$ cat config.mk
export PLATFORM = sky130hd
export DESIGN_NAME = k423_id_inst_queue
export DESIGN_NICKNAME = d
export VERILOG_FILES = /design/src/rtl/k423_pkg.sv /design/src/rtl/k423_fifo_ptr.sv /design/src/rtl/k423_id_inst_queue.sv
export SDC_FILE = /design/constraint.sdc
export NUM_CORES = 1
export LEC_CHECK = 0
export ABC_AREA = 1
export CAP_MARGIN = 20
export CORE_MARGIN = 5
export CORE_UTILIZATION = 61
export DETAILED_ROUTE_END_ITERATION = 16
export GPL_ROUTABILITY_DRIVEN = 0
export PLACE_DENSITY = 0.85
export SYNTH_ARGS = -nofsm -noshare
export SYNTH_HDL_FRONTEND = slang
export SYNTH_HIERARCHICAL = 1
export SYNTH_SLANG_ARGS = --single-unit
$ cat constraint.sdc
create_clock -name clk_i -period 13.2 [get_ports clk_i]
set_input_delay 3.3 -clock clk_i [delete_from_list [all_inputs] [get_ports clk_i]]
set_output_delay 3.3 -clock clk_i [all_outputs]
set_load 0.02 [all_outputs]
$ cat src/rtl/k423_pkg.sv
// ---------------------------------------------------------------------------
// k423_pkg
// Shared types and constants for the k423 ID-stage instruction queue.
//   id_q_entry_t           : one queued instruction plus its BPU prediction
//   K423_ID_Q_DEPTH_DFLT   : default queue depth
// CORE_ADDR_W / CORE_INST_W fall back to 32 bits when the core does not
// define them.
// ---------------------------------------------------------------------------
`ifndef CORE_ADDR_W
`define CORE_ADDR_W 32
`endif
`ifndef CORE_INST_W
`define CORE_INST_W 32
`endif

package k423_pkg;

    localparam int K423_ID_Q_DEPTH_DFLT = 4;

    typedef struct packed {
        logic [`CORE_ADDR_W-1:0] pc;
        logic [`CORE_INST_W-1:0] inst;
        logic                    prd_tkn;
        logic [`CORE_ADDR_W-1:0] prd_pc;
        logic [1:0]              prd_sat_cnt;
    } id_q_entry_t;

endpackage

$ cat src/rtl/k423_fifo_ptr.sv
// ---------------------------------------------------------------------------
// k423_fifo_ptr
// Read/write pointer, occupancy and full/empty bookkeeping for a
// power-of-two FIFO. Storage lives in the instantiating module.
//   clk_i, rst_n_i : clock, synchronous active-low reset
//   flush_i        : clears pointers and count; wins over push/pop
//   push_i, pop_i  : already-qualified enqueue / dequeue strobes
//   wr_ptr_o       : slot the next push writes
//   rd_ptr_o       : slot holding the head
//   cnt_o          : occupancy (0..DEPTH)
//   full_o/empty_o : cnt_o == DEPTH / cnt_o == 0
// ---------------------------------------------------------------------------
module k423_fifo_ptr #(
    parameter int DEPTH = 4,
    parameter int PTR_W = $clog2(DEPTH),
    parameter int CNT_W = $clog2(DEPTH) + 1
) (
    input  logic             clk_i,
    input  logic             rst_n_i,
    input  logic             flush_i,
    input  logic             push_i,
    input  logic             pop_i,
    output logic [PTR_W-1:0] wr_ptr_o,
    output logic [PTR_W-1:0] rd_ptr_o,
    output logic [CNT_W-1:0] cnt_o,
    output logic             full_o,
    output logic             empty_o
);

    logic [PTR_W-1:0] wr_ptr_q, wr_ptr_d;
    logic [PTR_W-1:0] rd_ptr_q, rd_ptr_d;
    logic [CNT_W-1:0] cnt_q, cnt_d;

    // NOTE: every variable gets its hold value first so no path leaves it
    // unassigned, which would otherwise infer a latch.
    always_comb begin
        wr_ptr_d = wr_ptr_q;
        rd_ptr_d = rd_ptr_q;
        cnt_d    = cnt_q;
        if (flush_i) begin
            wr_ptr_d = '0;
            rd_ptr_d = '0;
            cnt_d    = '0;
        end else begin
            // Pointers are exactly log2(DEPTH) bits, so +1 wraps on its own.
            if (push_i) wr_ptr_d = wr_ptr_q + 1'b1;
            if (pop_i)  rd_ptr_d = rd_ptr_q + 1'b1;
            unique case ({push_i, pop_i})
                2'b10:   cnt_d = cnt_q + 1'b1;
                2'b01:   cnt_d = cnt_q - 1'b1;
                default: cnt_d = cnt_q;
            endcase
        end
    end

    // NOTE: state registers use non-blocking assignments so every flop
    // samples the pre-edge values of the others.
    always_ff @(posedge clk_i) begin
        if (!rst_n_i) begin
            wr_ptr_q <= '0;
            rd_ptr_q <= '0;
            cnt_q    <= '0;
        end else begin
            wr_ptr_q <= wr_ptr_d;
            rd_ptr_q <= rd_ptr_d;
            cnt_q    <= cnt_d;
        end
    end

    assign wr_ptr_o = wr_ptr_q;
    assign rd_ptr_o = rd_ptr_q;
    assign cnt_o    = cnt_q;
    assign full_o   = (cnt_q == CNT_W'(DEPTH));
    assign empty_o  = (cnt_q == '0);

endmodule

$ cat src/rtl/k423_id_inst_queue.sv
// ---------------------------------------------------------------------------
// k423_id_inst_queue
// DEPTH-entry instruction FIFO between IF and the ID decoder. Carries each
// fetched instruction with its BPU prediction, decouples fetch from EX
// back-pressure, holds the head during hazard stalls and drops everything
// on flush.
//   clk_i, rst_n_i           : clock, synchronous active-low reset
//   if_stage_vld_i / id_stage_rdy_o : IF -> queue handshake
//   if_pc_i, if_inst_i, if_bpu_prd_* : offered payload
//   flush_i                  : discard queued and offered instructions
//   hazard_stall_i           : hold the head back from EX
//   id_stage_vld_o / ex_stage_rdy_i : queue -> EX handshake
//   id_pc_o, id_inst_o, id_bpu_prd_* : head payload
//   id_q_cnt_o               : occupancy
// Optional feature: define K423_ID_QUEUE_BYPASS_EN to let an empty queue
// forward the IF payload combinationally (0-cycle latency).
// ---------------------------------------------------------------------------
`ifndef CORE_ADDR_W
`define CORE_ADDR_W 32
`endif
`ifndef CORE_INST_W
`define CORE_INST_W 32
`endif

module k423_id_inst_queue
    import k423_pkg::*;
#(
    parameter int DEPTH = K423_ID_Q_DEPTH_DFLT,
    parameter int CNT_W = $clog2(DEPTH) + 1
) (
    input  logic                    clk_i,
    input  logic                    rst_n_i,
    input  logic                    if_stage_vld_i,
    output logic                    id_stage_rdy_o,
    input  logic [`CORE_ADDR_W-1:0] if_pc_i,
    input  logic [`CORE_INST_W-1:0] if_inst_i,
    input  logic                    if_bpu_prd_tkn_i,
    input  logic [`CORE_ADDR_W-1:0] if_bpu_prd_pc_i,
    input  logic [1:0]              if_bpu_prd_sat_cnt_i,
    input  logic                    flush_i,
    input  logic                    hazard_stall_i,
    output logic                    id_stage_vld_o,
    input  logic                    ex_stage_rdy_i,
    output logic [`CORE_ADDR_W-1:0] id_pc_o,
    output logic [`CORE_INST_W-1:0] id_inst_o,
    output logic                    id_bpu_prd_tkn_o,
    output logic [`CORE_ADDR_W-1:0] id_bpu_prd_pc_o,
    output logic [1:0]              id_bpu_prd_sat_cnt_o,
    output logic [CNT_W-1:0]        id_q_cnt_o
);

    localparam int PTR_W = $clog2(DEPTH);

    id_q_entry_t      mem_q [DEPTH];
    id_q_entry_t      if_entry;
    id_q_entry_t      out_entry;
    logic [PTR_W-1:0] wr_ptr;
    logic [PTR_W-1:0] rd_ptr;
    logic [CNT_W-1:0] cnt;
    logic             full;
    logic             empty;
    logic             enq;
    logic             deq;
    logic             push;
    logic             pop;

    assign if_entry = '{
        pc:          if_pc_i,
        inst:        if_inst_i,
        prd_tkn:     if_bpu_prd_tkn_i,
        prd_pc:      if_bpu_prd_pc_i,
        prd_sat_cnt: if_bpu_prd_sat_cnt_i
    };

    // Ready comes from the registered count only: a full queue refuses a
    // new instruction even when the head leaves in the same cycle.
    assign id_stage_rdy_o = ~full;
    assign enq            = if_stage_vld_i & ~full & ~flush_i;

`ifdef K423_ID_QUEUE_BYPASS_EN
    logic byp_act;

    // Empty queue forwards the IF offer straight to EX; if EX takes it the
    // entry never lands in storage.
    assign byp_act        = empty & ~flush_i;
    assign id_stage_vld_o = byp_act ? (if_stage_vld_i & ~hazard_stall_i)
                                    : (~empty & ~hazard_stall_i & ~flush_i);
    assign out_entry      = byp_act ? if_entry : mem_q[rd_ptr];
    assign deq            = id_stage_vld_o & ex_stage_rdy_i;
    assign push           = enq & ~(byp_act & deq);
    assign pop            = deq & ~byp_act;
`else
    assign id_stage_vld_o = ~empty & ~hazard_stall_i & ~flush_i;
    assign out_entry      = mem_q[rd_ptr];
    assign deq            = id_stage_vld_o & ex_stage_rdy_i;
    assign push           = enq;
    assign pop            = deq;
`endif

    k423_fifo_ptr #(
        .DEPTH (DEPTH),
        .PTR_W (PTR_W),
        .CNT_W (CNT_W)
    ) u_fifo_ptr (
        .clk_i    (clk_i),
        .rst_n_i  (rst_n_i),
        .flush_i  (flush_i),
        .push_i   (push),
        .pop_i    (pop),
        .wr_ptr_o (wr_ptr),
        .rd_ptr_o (rd_ptr),
        .cnt_o    (cnt),
        .full_o   (full),
        .empty_o  (empty)
    );

    // NOTE: storage is cleared on reset because the head payload is visible
    // on the outputs and must read as zero after reset; flush leaves the
    // contents alone since only pointers decide validity.
    always_ff @(posedge clk_i) begin
        if (!rst_n_i) begin
            for (int i = 0; i < DEPTH; i++) mem_q[i] <= '0;
        end else if (push) begin
            mem_q[wr_ptr] <= if_entry;
        end
    end

    assign id_pc_o              = out_entry.pc;
    assign id_inst_o            = out_entry.inst;
    assign id_bpu_prd_tkn_o     = out_entry.prd_tkn;
    assign id_bpu_prd_pc_o      = out_entry.prd_pc;
    assign id_bpu_prd_sat_cnt_o = out_entry.prd_sat_cnt;
    assign id_q_cnt_o           = cnt;

endmodule

Word-level counts from Yosys, hierarchy flattened
Memories as Yosys holds them, arrays and structs flattened. A register that Yosys moved wholly into a read port is not among the register bits.
Index checks and enable logic that the tools add are counted.
Widths: inputs -> output; s select.

word-level totals
  register bits after elaboration = 7
  RAM bits = 396
  output and inout port bits = 104
  logic and storage cells = 35
  memories kept = 1

memories
  name   words  bits a word  read ports  clocked after memory_dff  write ports  RTL line                  source
  mem_q  4      99           1           1                         4            k423_id_inst_queue.sv:54  id_q_entry_t mem_q [DEPTH];

operators by class
  add/sub/neg operators = 4
  equality and inequality tests = 3
  multiplexer cells = 10
  bitwise logic cells = 10
  reduce and logical (&&, ||, !) cells = 4

operator list
  operator             count
  $mux 99              1
  $reduce_or 99->1     1
  $mux 2               3
  $pmux 3 s2           1
  $and 1x1->1          5
  $mux 1               5
  $not 1->1            5
  $add 2x1->2 const B  2
  $add 3x1->3 const B  1
  $eq 3x3->1 const B   1
  $logic_not 3->1      1
  $sub 3x1->3 const B  1
  $eq 2x1->1 const B   1
  $eq 2x2->1 const B   1
  $reduce_bool 2->1    1
  $reduce_or 2->1      1

Longest topological paths before layout
Gate-level depths: netlist of the first run.

  depth in word-level cells = 9
  gate-level depth with buffers = 15

Cells and area by module
The synthesis of the first run kept the hierarchy.

by module, submodules not included
  module              instances  cells each  area an instance (µm²)  seq. area each (µm²)
  k423_id_inst_queue  1          1512        18586.6                 11891.4
  k423_fifo_ptr       1          44          332.8                   140.1

Least setup slack after synthesis of the first run
OpenSTA, ideal clock, no wires.

  path type = input-to-output
  from = input port flush_i
  to = output port id_stage_vld_o
  arrival = 3827 ps
  path slack = 6073 ps
  stages = 1
  path through = nor3_1

on the way
  cells in the longest elaborated chain, start to end = 2

ends and longest elaborated chain
  what             RTL line                  source
  start, declared  k423_id_inst_queue.sv:40  input logic flush_i,
  $not 1->1        k423_id_inst_queue.sv:93  assign id_stage_vld_o = ~empty & ~hazard_stall_i & ~flush_i;
  $and 1x1->1      k423_id_inst_queue.sv:93
  end, declared    k423_id_inst_queue.sv:42  output logic id_stage_vld_o,

Every way passes these cells.

Final worst setup path of the first run
Same ends and word-level chain as after synthesis.

==> results of run 1 <==
[cell usage after synthesis]
library cell and number:
inv_1 111, nor2_1 388, edfxtp_1 396, nand2_1 10
buf_8 2, and2_1 1, nand4_1 1, nand3_1 2
ha_1 1, o21ai_0 182, clkinv_2 1, o22ai_1 99
nor3_1 13, a21oi_1 4, inv_8 1, nor2_2 27
inv_2 2, buf_4 7, o21ai_1 22, nor2_8 1
buf_6 22, nand4_4 3, fa_1 1, nor2_4 173
nand2_4 2, buf_2 15, buf_12 19, dfxtp_1 7
clkbuf_1 42, nand2_2 1
[state kept, by name, indices dropped and copies added (netlist names)]
register and flops:
u_fifo_ptr/cnt_o 3, u_fifo_ptr/wr_ptr_o 2, u_fifo_ptr/rd_ptr_o 2, mem_q 396
[worst reg2reg max path, delay by kind of cell (launching register included)]
family,cells,cell delay (ps)
flops,1,380
buf+inv,4,1740
simple gates,5,1220
[metal layers]
metal,wire length (um),up-vias,GRT usage,part of all wire
met4,1290,2,0.0924,0.030
met2,22500,602,0.427,0.52
met3,3650,91,0.0434,0.084
met1,16100,6106,0.322,0.37
met5,7,-,0,0.00016
li1,-,5667,-,-
[power groups by stage]
stage                     registers [mW]  clock network (mW)  logic [mW]
after CTS                           1.48                1.13       0.242
after detailed placement            1.51                   0       0.240
after floorplan                     1.51                   0       0.132
after global placement              1.50                   0       0.237
final                               1.48                1.12       0.241
after global routing                1.48                1.18       0.256
[logic make-up (layout without fill, tap and decap cells)]
logic type      count (synthesis)  count (layout)  share of synthesized area
fa+ha+maj                       2               2                    0.00172
simple gates                  622             622                      0.201
flops                         403             403                      0.636
buf+inv                       222             412                     0.0731
other cells                     0               1                          0
compound gates                307             307                     0.0878
[per-stage QoR]
stage                      util  setup WS (ps)  power, mW  std cells
after floorplan               -           6070       1.64       1556
final                     0.720           5090       2.84       2143
after global placement    0.677           5100       1.74       2066
after CTS                 0.719           5090       2.85       2141
after detailed placement  0.677           5090       1.75       2066
after global routing      0.720           5000       2.92       2143
[worst min path at each step]
stage | start | endpoint | slack (ps)
2_1_floorplan | u_fifo_ptr/rd_ptr_o[1]$_SDFFE_PP0P_ | u_fifo_ptr/rd_ptr_o[1]$_SDFFE_PP0P_ | 440
3_3_place_gp | u_fifo_ptr/wr_ptr_o[1]$_SDFFE_PP0P_ | u_fifo_ptr/wr_ptr_o[1]$_SDFFE_PP0P_ | 510
3_5_place_dp | u_fifo_ptr/wr_ptr_o[1]$_SDFFE_PP0P_ | u_fifo_ptr/wr_ptr_o[1]$_SDFFE_PP0P_ | 530
4_1_cts | u_fifo_ptr/wr_ptr_o[1]$_SDFFE_PP0P_ | u_fifo_ptr/wr_ptr_o[1]$_SDFFE_PP0P_ | 540
5_1_grt | u_fifo_ptr/wr_ptr_o[1]$_SDFFE_PP0P_ | u_fifo_ptr/wr_ptr_o[1]$_SDFFE_PP0P_ | 560
6_report | u_fifo_ptr/wr_ptr_o[1]$_SDFFE_PP0P_ | u_fifo_ptr/wr_ptr_o[1]$_SDFFE_PP0P_ | 530
[final cells by class]
cell class,instances,area (um^2)
inverters,115,442
repair buffers,222,2220
well taps,396,495
flip-flops and latches,403,12000
clock buffers,48,1140
fillers,2037,8560
multi-input cells,931,5530
diodes,1,2.50
clock inverters,27,163
==> impl_metrics.py, run 1 <==
metrics = {
    "power": {
        "p_int_mw": 2.20,
        "switching_share": 0.223,
        "p_comb_frac": 0.085,
        "p_leak_nw": 8.12,
        "powerDensity_mw_per_mm2": 129,
        "p_sw_uw": 633,
        "irDropWorstVdd_v": 0.0000963,
        "seq_power_share": 0.522,
        "pwr-share-clk": 0.394,
    },
    "die": {
        "rows": 64,
        "io-pin-count": 209,
        "die_h_um": 186,
        "start_util": 0.618,
        "dieArea_mm2": 0.0346,
        "die_width_um": 186,
        "core_mm2": 0.0306,
    },
    "cts": {
        "path_clk_slew_ps": 60,
        "htree_levels": 2,
        "clk-insertion-delay-late_ps": 530,
        "holdBufCountCts": 0,
        "root_buffer": "clkbuf_16",
        "cts_sinks": 403,
        "cts_buffer_depth": 3,
        "numCtsBuffers": 42,
        "cts_tree": "done",
        "postCtsSetupRepairBufs": 0,
        "cts_resized": 0,
    },
    "setup_path": {
        "r2r_end": "mem_q[0][32]$_SDFFCE_PN0P_",
        "worstSetupPathDepth": 3,
        "crit_required_ps": 9900,
        "timing.rr.start": "u_fifo_ptr/cnt_o[2]$_SDFFE_PP0P_",
        "crit_arrival_ps": 4810,
        "path_cells": "clkdlybuf4s50_1, nor3_1, clkdlybuf4s50_1",
        "crit_path_start": "flush_i",
        "reg2reg_depth": 9,
        "cp-start-kind": "input pin",
        "worstPathBufferInverterCount": 2,
        "critPathTopFamily": "buffers and inverters",
        "r2r_slack_ps": 9440,
        "cpPeakStageDelay_ps": 650,
        "crit_top_cell": "clkdlybuf4s50_1",
        "critical_path_class": "input pin to primary output",
        "path_max_fanout": 3,
        "slowest_stage": "clkdlybuf4s50_1",
        "endpoint_kind": "primary output",
        "cp-endpoint": "id_stage_vld_o",
    },
    "layout": {
        "layout_common_cells": "edfxtp_1, nor2_1, clkdlybuf4s50_1",
        "fin_nets": 1822,
        "design_area_mm2": 0.0220,
        "layout-drive-gt1-share": 0.163,
        "syn_to_final_growth_pct": 16.5,
        "layout_commonest_cell": "edfxtp_1",
    },
    "detailed_routing": {
        "antenna_left": 0,
        "wl_per_cell_um": 20.3,
        "vias_per_cell": 5.82,
        "drt_wl_total_um": 43600,
        "drc": 0,
        "vias": 12500,
        "dr.pass1.iters": 5,
        "dr.first_iter.drc_count": 1194,
    },
    "synthesis": {
        "syn-num-nets": 1663,
        "ys_seq_elements": 403,
        "syn_avg_cell_area_um2": 12.2,
        "yosys.area.top_type_share": 0.629,
        "synthDistinctLibCells": 30,
        "synthCells": 1556,
        "yosys.area.top_type": "edfxtp_1",
        "synth_area_mm2": 0.0189,
        "yosysSeqAreaShare": 0.636,
        "yosys_warnings": 6,
        "synth_area_leaders": "edfxtp_1, nor2_4, nor2_1",
    },
    "sta": {
        "tightest_slew_ps": 1170,
        "hold_viol": 0,
        "clock_skew_ps": 8.20,
        "relSlewSlack": 0.219,
        "hold_ws_ps": 531,
        "fin_crit_sh": 0.615,
        "rsz0062_at_grt": "false",
        "fin_crit_ps": 8110,
        "drv_slew": 0,
        "setup_violations": 0,
        "max_freq_mhz": 123,
        "tns_ps": 0,
    },
    "grt": {
        "track_usage": 0.249,
        "grt_pass1_wl_um": 67300,
        "antenna_found_initial": 2,
        "grt_overflow": 0,
        "grt_start_max_net_pins": 199,
        "grt_pass1_vias": 12700,
    },
    "place": {
        "place_area_mm2": 0.0207,
        "hpwl_um": 23800,
        "port_buffers": 208,
    },
    "worst_hold_path": {
        "hold_depth": 1,
        "min-delay-path-class": "flip-flop to flip-flop",
    },
    "flow_run": {
        "cap_violations": 0,
    },
    "status": {
        "outcome": "finished clean",
    },
}
Power figures use the tool's default switching activity.
==> inputs of run 2 (changes only) <==
Settings changed: CORE_UTILIZATION 61 to 51, PLACE_DENSITY 0.85 to 0.76.
Clock period 13.2 ns to 6.7 ns, I/O delays scaled along.
==> run 2 against run 1 <==
Against the previous run: cell area grew 0.34%; utilization down 12 points; non-clock buffer count increased by 3; clock skew increased by 4.8 ps; total power is 93% higher; setup slack worse by 3200 ps; clock power up 87%; sequential share of layout area fell by 0.19 points; register-to-register slack worse by 5800 ps; clock-buffer cell count is the same; final cell count up 3.2%; largest cell class unchanged.
==> impl_metrics.py, run 2 (synthesized netlist as in run 1, its figures left out) <==
metrics = {
    "cts": {
        "htree_levels": 2,
        "cts_sinks": 403,
        "root_buffer": "clkbuf_16",
        "postCtsSetupRepairBufs": 0,
        "cts_buffer_depth": 3,
        "cts_resized": 0,
        "numCtsBuffers": 41,
        "clk-insertion-delay-late_ps": 540,
        "cts_tree": "done",
        "holdBufCountCts": 0,
        "path_clk_slew_ps": 50,
    },
    "die": {
        "rows": 70,
        "die_width_um": 203,
        "start_util": 0.517,
        "core_mm2": 0.0366,
        "dieArea_mm2": 0.0410,
        "io-pin-count": 209,
        "die_h_um": 203,
    },
    "grt": {
        "grt_overflow": 0,
        "grt_pass1_vias": 12500,
        "grt_start_max_net_pins": 201,
        "grt_pass1_wl_um": 68500,
        "track_usage": 0.209,
        "antenna_found_initial": 0,
    },
    "layout": {
        "utilization": 0.604,
        "fin_nets": 1824,
        "layout_common_cells": "edfxtp_1, nor2_1, clkdlybuf4s50_1",
        "regMostFlops": "mem_q",
        "layout_commonest_cell": "edfxtp_1",
        "layout-drive-gt1-share": 0.163,
        "largest_reg_flops": 396,
        "syn_to_final_growth_pct": 16.9,
        "fill_cells": 2869,
        "n_antenna_cell": 0,
    },
    "power": {
        "powerDensity_mw_per_mm2": 248,
        "irDropWorstVdd_v": 0.000200,
        "p_int_mw": 4.25,
        "switching_share": 0.223,
        "p_leak_nw": 8.11,
        "p_sw_mw": 1.22,
        "pwr-share-clk": 0.381,
        "p_comb_frac": 0.087,
        "seq_power_share": 0.532,
    },
    "worst_hold_path": {
        "min-delay-path-class": "flip-flop to flip-flop",
    },
    "setup_path": {
        "crit_top_cell": "clkdlybuf4s50_1",
        "worstPathBufferInverterCount": 2,
        "critPathTopFamily": "buffers and inverters",
        "cpPeakStageDelay_ps": 650,
        "path_cells": "clkdlybuf4s50_1, nor3_1, clkdlybuf4s50_1",
        "path_max_fanout": 3,
        "slowest_stage": "clkdlybuf4s50_1",
        "endpoint_kind": "primary output",
        "crit_arrival_ps": 3160,
        "r2r_slack_ps": 3660,
        "crit_required_ps": 5030,
        "critical_path_class": "input pin to primary output",
        "cp-start-kind": "input pin",
    },
    "detailed_routing": {
        "drc": 0,
        "antenna_left": 0,
        "wl_per_cell_um": 19.7,
        "drt_wl_total_um": 43600,
        "vias_per_cell": 5.48,
        "dr.pass1.iters": 5,
        "dr.first_iter.drc_count": 982,
        "vias": 12100,
    },
    "sta": {
        "tightest_slew_ps": 1100,
        "relSlewSlack": 0.268,
        "fin_crit_ps": 4840,
        "clock_skew_ps": 13.1,
        "fin_crit_sh": 0.722,
        "hold_viol": 0,
        "tns_ps": 0,
        "max_freq_mhz": 207,
        "drv_slew": 0,
        "setup_violations": 0,
        "rsz0062_at_grt": "false",
    },
    "status": {
        "outcome": "finished clean",
    },
    "place": {
        "hpwl_um": 24100,
        "port_buffers": 208,
    },
    "flow_run": {
        "cap_violations": 0,
    },
}
## run 2: changes by cell type in the layout (fill, tap and decap cells not counted), sizes merged
cell / previous run / this run
buf: 14 / 17
bufinv: 2 / 1
clkinv: 27 / 22
diode: 1 / 0
inv: 113 / 114
## run 2: metrics by stage
step                      hold slack, ps  setup slack (ps)  power, mW  instances  cell area, um^2
after detailed placement             552              1550       3.45       2142            20900
after global placement               513              1620       3.44       2141            20900
after CTS                            566              1840       5.52       2212            22100
after global routing                 592              1740       5.66       2212            22100
final                                566              1860       5.48       2212            22100
after floorplan                      443              1730       3.23       1556            18900
## run 2: power by group through the flow
| stage | logic (mW) | registers (mW) | clock network (mW) |
|---|---|---|---|
| 6_report | 0.479 | 2.91 | 2.09 |
| 5_1_grt | 0.513 | 2.92 | 2.23 |
| 4_1_cts | 0.487 | 2.91 | 2.12 |
| 3_5_place_dp | 0.484 | 2.96 | 0 |
| 3_3_place_gp | 0.478 | 2.96 | 0 |
| 2_1_floorplan | 0.261 | 2.97 | 0 |
## run 2: layout make-up
class	count	area, um^2	area share
timing repair buffer	225	2290	0.104
multi-input combinational	931	5530	0.250
clock buffer	48	1090	0.0495
clock inverter	22	120	0.00543
sequential	403	12000	0.545
tap	468	586	0.0265
inverter	115	442	0.0200
## run 2: worst reg2reg max path, stage by stage (launching register included)
cell      delay [ps]
dfxtp_1          400
nor3_1           100
clkinv_2          70
nand2_4           60
nor2_8           190
nand4_4          560
nand2_4          900
buf_12           410
## run 2: per-layer routing
| metal | wire length (um) | GRT usage | share of wire | vias to the layer above |
|---|---|---|---|---|
| li1 | - | - | - | 5667 |
| met1 | 17900 | 0.285 | 0.41 | 5998 |
| met2 | 21700 | 0.352 | 0.50 | 413 |
| met3 | 3470 | 0.0450 | 0.080 | 41 |
| met4 | 575 | 0.0451 | 0.013 | 0 |
| met5 | 0 | 0 | 0 | - |
## run 2: final timing paths
check / startpoint / end / cells past startpoint
max: flush_i / id_stage_vld_o / 3
min: u_fifo_ptr/wr_ptr_o[1]$_SDFFE_PP0P_ / u_fifo_ptr/wr_ptr_o[1]$_SDFFE_PP0P_ / 1
max reg2reg: u_fifo_ptr/cnt_o[1]$_SDFFE_PP0P_ / mem_q[0][0]$_SDFFCE_PN0P_ / 7
min reg2reg: u_fifo_ptr/wr_ptr_o[1]$_SDFFE_PP0P_ / u_fifo_ptr/wr_ptr_o[1]$_SDFFE_PP0P_ / 1
==> inputs of run 3 (changes only) <==
Settings changed: CORE_UTILIZATION 51 to 57, PLACE_DENSITY 0.76 to 0.81.
Clock period 6.7 ns to 5.05 ns, I/O delays scaled along.
==> run 3 against run 2 <==
Against the previous run: sequential share of layout area shrank 0.39 points; register-to-register slack lost 1300 ps; final cell count shrank 0.86%; global-route usage grew 2.3 points; via count grew 1.0%; clock skew grew 6.4 ps; die area shrank 10%; clock-buffer cell count grew 11; critical endpoint is now id_bpu_prd_pc_o[18]; largest cell class unchanged.
==> impl_metrics.py, run 3 (synthesized netlist as in run 1, its figures left out) <==
metrics = {
    "status": {
        "outcome": "finished clean",
    },
    "die": {
        "dieArea_mm2": 0.0369,
        "start_util": 0.580,
        "io-pin-count": 209,
        "core_mm2": 0.0326,
        "die_h_um": 192,
        "die_width_um": 192,
        "rows": 66,
    },
    "grt": {
        "grt_overflow": 0,
        "grt_start_max_net_pins": 201,
        "antenna_found_initial": 1,
        "track_usage": 0.232,
        "grt_pass1_wl_um": 67400,
        "grt_pass1_vias": 12700,
    },
    "sta": {
        "relSlewSlack": 0.441,
        "setup_violations": 0,
        "tns_ps": 0,
        "fin_crit_sh": 0.858,
        "drv_slew": 0,
        "tightest_slew_ps": 838,
        "fin_crit_ps": 4330,
        "clock_skew_ps": 19.4,
        "max_freq_mhz": 231,
        "rsz0062_at_grt": "false",
        "hold_viol": 0,
    },
    "layout": {
        "largest_reg_flops": 396,
        "multi_input_area_mm2": 0.00553,
        "fill_cells": 2262,
        "layout_common_cells": "edfxtp_1, nor2_1, clkdlybuf4s50_1",
        "regMostFlops": "mem_q",
        "syn_to_final_growth_pct": 17.7,
        "fin_nets": 1830,
        "n_antenna_cell": 0,
        "layout-drive-gt1-share": 0.168,
        "seq_area_mm2": 0.0120,
        "layout_commonest_cell": "edfxtp_1",
    },
    "setup_path": {
        "critical_path_class": "flip-flop to primary output",
        "crit_arrival_ps": 3070,
        "crit_required_ps": 3790,
        "timing.rr.start": "u_fifo_ptr/cnt_o[2]$_SDFFE_PP0P_",
        "cp-start-kind": "flip-flop",
        "path_max_fanout": 55,
        "crit_path_start": "u_fifo_ptr/rd_ptr_o[1]$_SDFFE_PP0P_",
        "endpoint_kind": "primary output",
    },
    "cts": {
        "cts_tree": "done",
        "holdBufCountCts": 0,
        "path_clk_slew_ps": 60,
        "cts_sinks": 403,
        "clk-insertion-delay-late_ps": 530,
        "numCtsBuffers": 42,
        "root_buffer": "clkbuf_16",
        "cts_buffer_depth": 3,
        "htree_levels": 2,
        "postCtsSetupRepairBufs": 0,
        "cts_resized": 0,
    },
    "detailed_routing": {
        "wl_per_cell_um": 19.6,
        "dr.first_iter.drc_count": 1053,
        "drt_wl_total_um": 42900,
        "dr.pass1.iters": 5,
        "antenna_left": 0,
        "vias_per_cell": 5.58,
        "vias": 12200,
        "drc": 0,
    },
    "power": {
        "irDropWorstVdd_v": 0.000213,
        "powerDensity_mw_per_mm2": 334,
        "p_total_mw": 7.45,
        "p_leak_nw": 8.21,
    },
    "worst_hold_path": {
        "min-delay-path-class": "flip-flop to flip-flop",
        "hold_start": "u_fifo_ptr/wr_ptr_o[1]$_SDFFE_PP0P_",
    },
    "place": {
        "hpwl_um": 23300,
        "port_buffers": 208,
    },
    "flow_run": {
        "cap_violations": 0,
    },
}
==> run 3: cell types whose count changed in the layout (fill, tap and decap cells not counted) <==
cell | before | now
clkbuf_1 | 5 | 11
buf_16 | 1 | 0
clkbuf_16 | 43 | 45
clkbuf_8 | 0 | 3
buf_12 | 5 | 11
inv_6 | 1 | 0
bufinv_16 | 1 | 2
clkinv_1 | 15 | 6
==> run 3: critical path, cell delays in order, from the launching register on <==
cell and delay (ps):
dfxtp_4 710, buf_4 620, o21ai_0 190, o22ai_1 340, clkdlybuf4s50_1 680
==> run 3: final timing paths <==
| path | end | slack (ps) | cells past startpoint |
|---|---|---|---|
| setup / recovery | id_bpu_prd_pc_o[18] | 720 | 4 |
| hold / removal | u_fifo_ptr/wr_ptr_o[1]$_SDFFE_PP0P_ | 550 | 1 |
| setup reg to reg | mem_q[2][19]$_SDFFCE_PN0P_ | 2370 | 9 |
| hold reg to reg | u_fifo_ptr/wr_ptr_o[1]$_SDFFE_PP0P_ | 550 | 1 |
==> run 3: stage by stage <==
step / instances / utilization / instance area (um^2) / hold slack [ps] / worst slack [ps]
finish: 2193 / 0.683 / 22300 / 555 / 718
CTS: 2193 / 0.683 / 22300 / 547 / 734
detailed placement: 2121 / 0.642 / 21000 / 535 / 1010
global placement: 2121 / 0.642 / 21000 / 506 / 1020
floorplan: 1556 / - / 18900 / 443 / 488
global route: 2193 / 0.683 / 22300 / 605 / 582
==> run 3: power breakdown <==
group          internal [mW]  total [mW]  switching [mW]
Combinational          0.237       0.638           0.401
Sequential              3.82        3.86          0.0374
Clock                   1.76        2.95            1.19
==> run 3: layout make-up <==
| type | instances | area share |
|---|---|---|
| Sequential cell | 403 | 0.541 |
| Multi-Input combinational cell | 931 | 0.249 |
| Timing Repair Buffer | 230 | 0.107 |
| Clock buffer | 59 | 0.0543 |
| Tap cell | 442 | 0.0248 |
| Inverter | 115 | 0.0198 |
| Clock inverter | 13 | 0.00483 |
==> run 3: metal layers <==
layer  global-route usage  vias to the layer above  share of wire
met5                    0                        -        0.00030
met4               0.0672                        2          0.021
met3               0.0329                       64          0.068
met2                0.411                      475           0.52
met1                0.300                     6026           0.39
li1                     -                     5678              -
==> variant: new RTL, config.mk and constraints of run 3 <==
The option `K423_ID_QUEUE_BYPASS_EN` is turned on by a define.
--- a/src/rtl/k423_id_inst_queue.sv
+++ b/src/rtl/k423_id_inst_queue.sv
@@ -15,6 +15,8 @@
 // Optional feature: define K423_ID_QUEUE_BYPASS_EN to let an empty queue
 // forward the IF payload combinationally (0-cycle latency).
 // ---------------------------------------------------------------------------
+`define K423_ID_QUEUE_BYPASS_EN
+
 `ifndef CORE_ADDR_W
 `define CORE_ADDR_W 32
 `endif
Behaviour: not the same (a bounded check fails within 4 cycles, from zero or initial values).
==> variant against run 3 <==
Total power grew 0.84%. Clock skew down 0.010 ns. Cell count up 15%. First-iteration DRC count rose by 44%. Highest routed layer unchanged. Synthesized area is 0.23% lower. Critical endpoint is now id_inst_o[25]. Wire length up 13%. Critical path depth grew 2. Critical path type is now primary input to output pin. Cell area up 0.78%. Count of clock-buffer cells in the layout shrank 13. Sequential cell count unchanged. Setup slack got worse by 0.39 ns. Clock power is 5% lower.
==> variant: results (changes against run 3) <==
stage;metric;value;unit;change
status;status;finished clean;;
place;DP Area;21200;um^2;+1.3%
route;WL final;48400;um;+13%
place;dpl cells;2440;;+15%
logic_synthesis;Synth Area in Compound Gates;10.9;%;+2.1 points
route;met2 WL post-DR;23700;um;+6.7%
timing;Hold WS;0.601;ns;+0.0459 ns
critical_path;largest stage delay on the critical path;0.66;ns;-0.05 ns
place;detailed placement HPWL;26400;um;+13%
finish;fraction of area in multi-input gates;25.2;%;+0.36 points
critical_path;WP data arrival;3.46;ns;+0.39 ns
logic_synthesis;sequential fraction of the synthesis area;63.7;%;+0.15 points
pwr;Sw Ratio;23.7;%;+1.8 points
timing;Setup Skew;0.00931;ns;-0.0101 ns
finish;Area Overhead vs Synth;18.9;%;
finish;multi-input gates;1231;;+32%
pwr;Pleak;0.00847;uW;+3.1%
pwr;Worst VDD drop;312;uV;+47%
finish;nets;2147;;+17%
finish;layout cells sized above 1;7.78;%;-9.0 points
place;pre-CTS WS;0.327;ns;-0.683 ns
logic_synthesis;Synth top cells by count;432 x nor2_1, 396 x edfxtp_1, 340 x o21ai_0;;
critical_path;slowest CP cell;clkdlybuf4s50_1;;
global_routing;pin count of the biggest net entering global routing;101;;-50%
finish;CLK BUF;46;;-22%
global_routing;Total GRT Usage;25.7;%;+2.5 points
logic_synthesis;Avg Inst Size Synth;9.87;um^2;-19%
logic_synthesis;top cells by area, synth;edfxtp_1 63%, o21ai_0 9.0%, nor2_1 8.6%;;
critical_path;Worst R2R End;u_fifo_ptr/cnt_o[2]$_SDFFE_PP0P_;;
route;routed wl met3;4820;um;+65%
route;initial drt markers;1521;;+44%
finish;FF/Latch Area;12000;um^2;about the same
variant: worst max-delay path by stage:
stage	endpoint	slack, ns	start	depth (start not counted)
after floorplan	mem_q[0][0]$_SDFFCE_PN0P_	0.14	if_stage_vld_i	6
after global placement	id_pc_o[27]	0.39	flush_i	6
after detailed placement	id_inst_o[29]	0.33	flush_i	6
after CTS	id_inst_o[14]	0.31	u_fifo_ptr/rd_ptr_o[0]$_SDFFE_PP0P_	7
after global routing	id_pc_o[20]	0.16	flush_i	6
final	id_inst_o[25]	0.33	flush_i	6
variant: power by group through the flow:
stage / logic [uW] / registers (uW) / clock network (uW)
CTS: 859 / 3870 / 2790
global route: 925 / 3880 / 2940
finish: 855 / 3870 / 2790
detailed placement: 853 / 3940 / 0
floorplan: 452 / 3940 / 0
global placement: 839 / 3930 / 0
variant: routing by layer:
layer	GRT usage, %	vias up
met5	0	-
met4	8.17	2
met3	4.74	100
met2	43.6	780
met1	34.1	6884
li1	-	6800
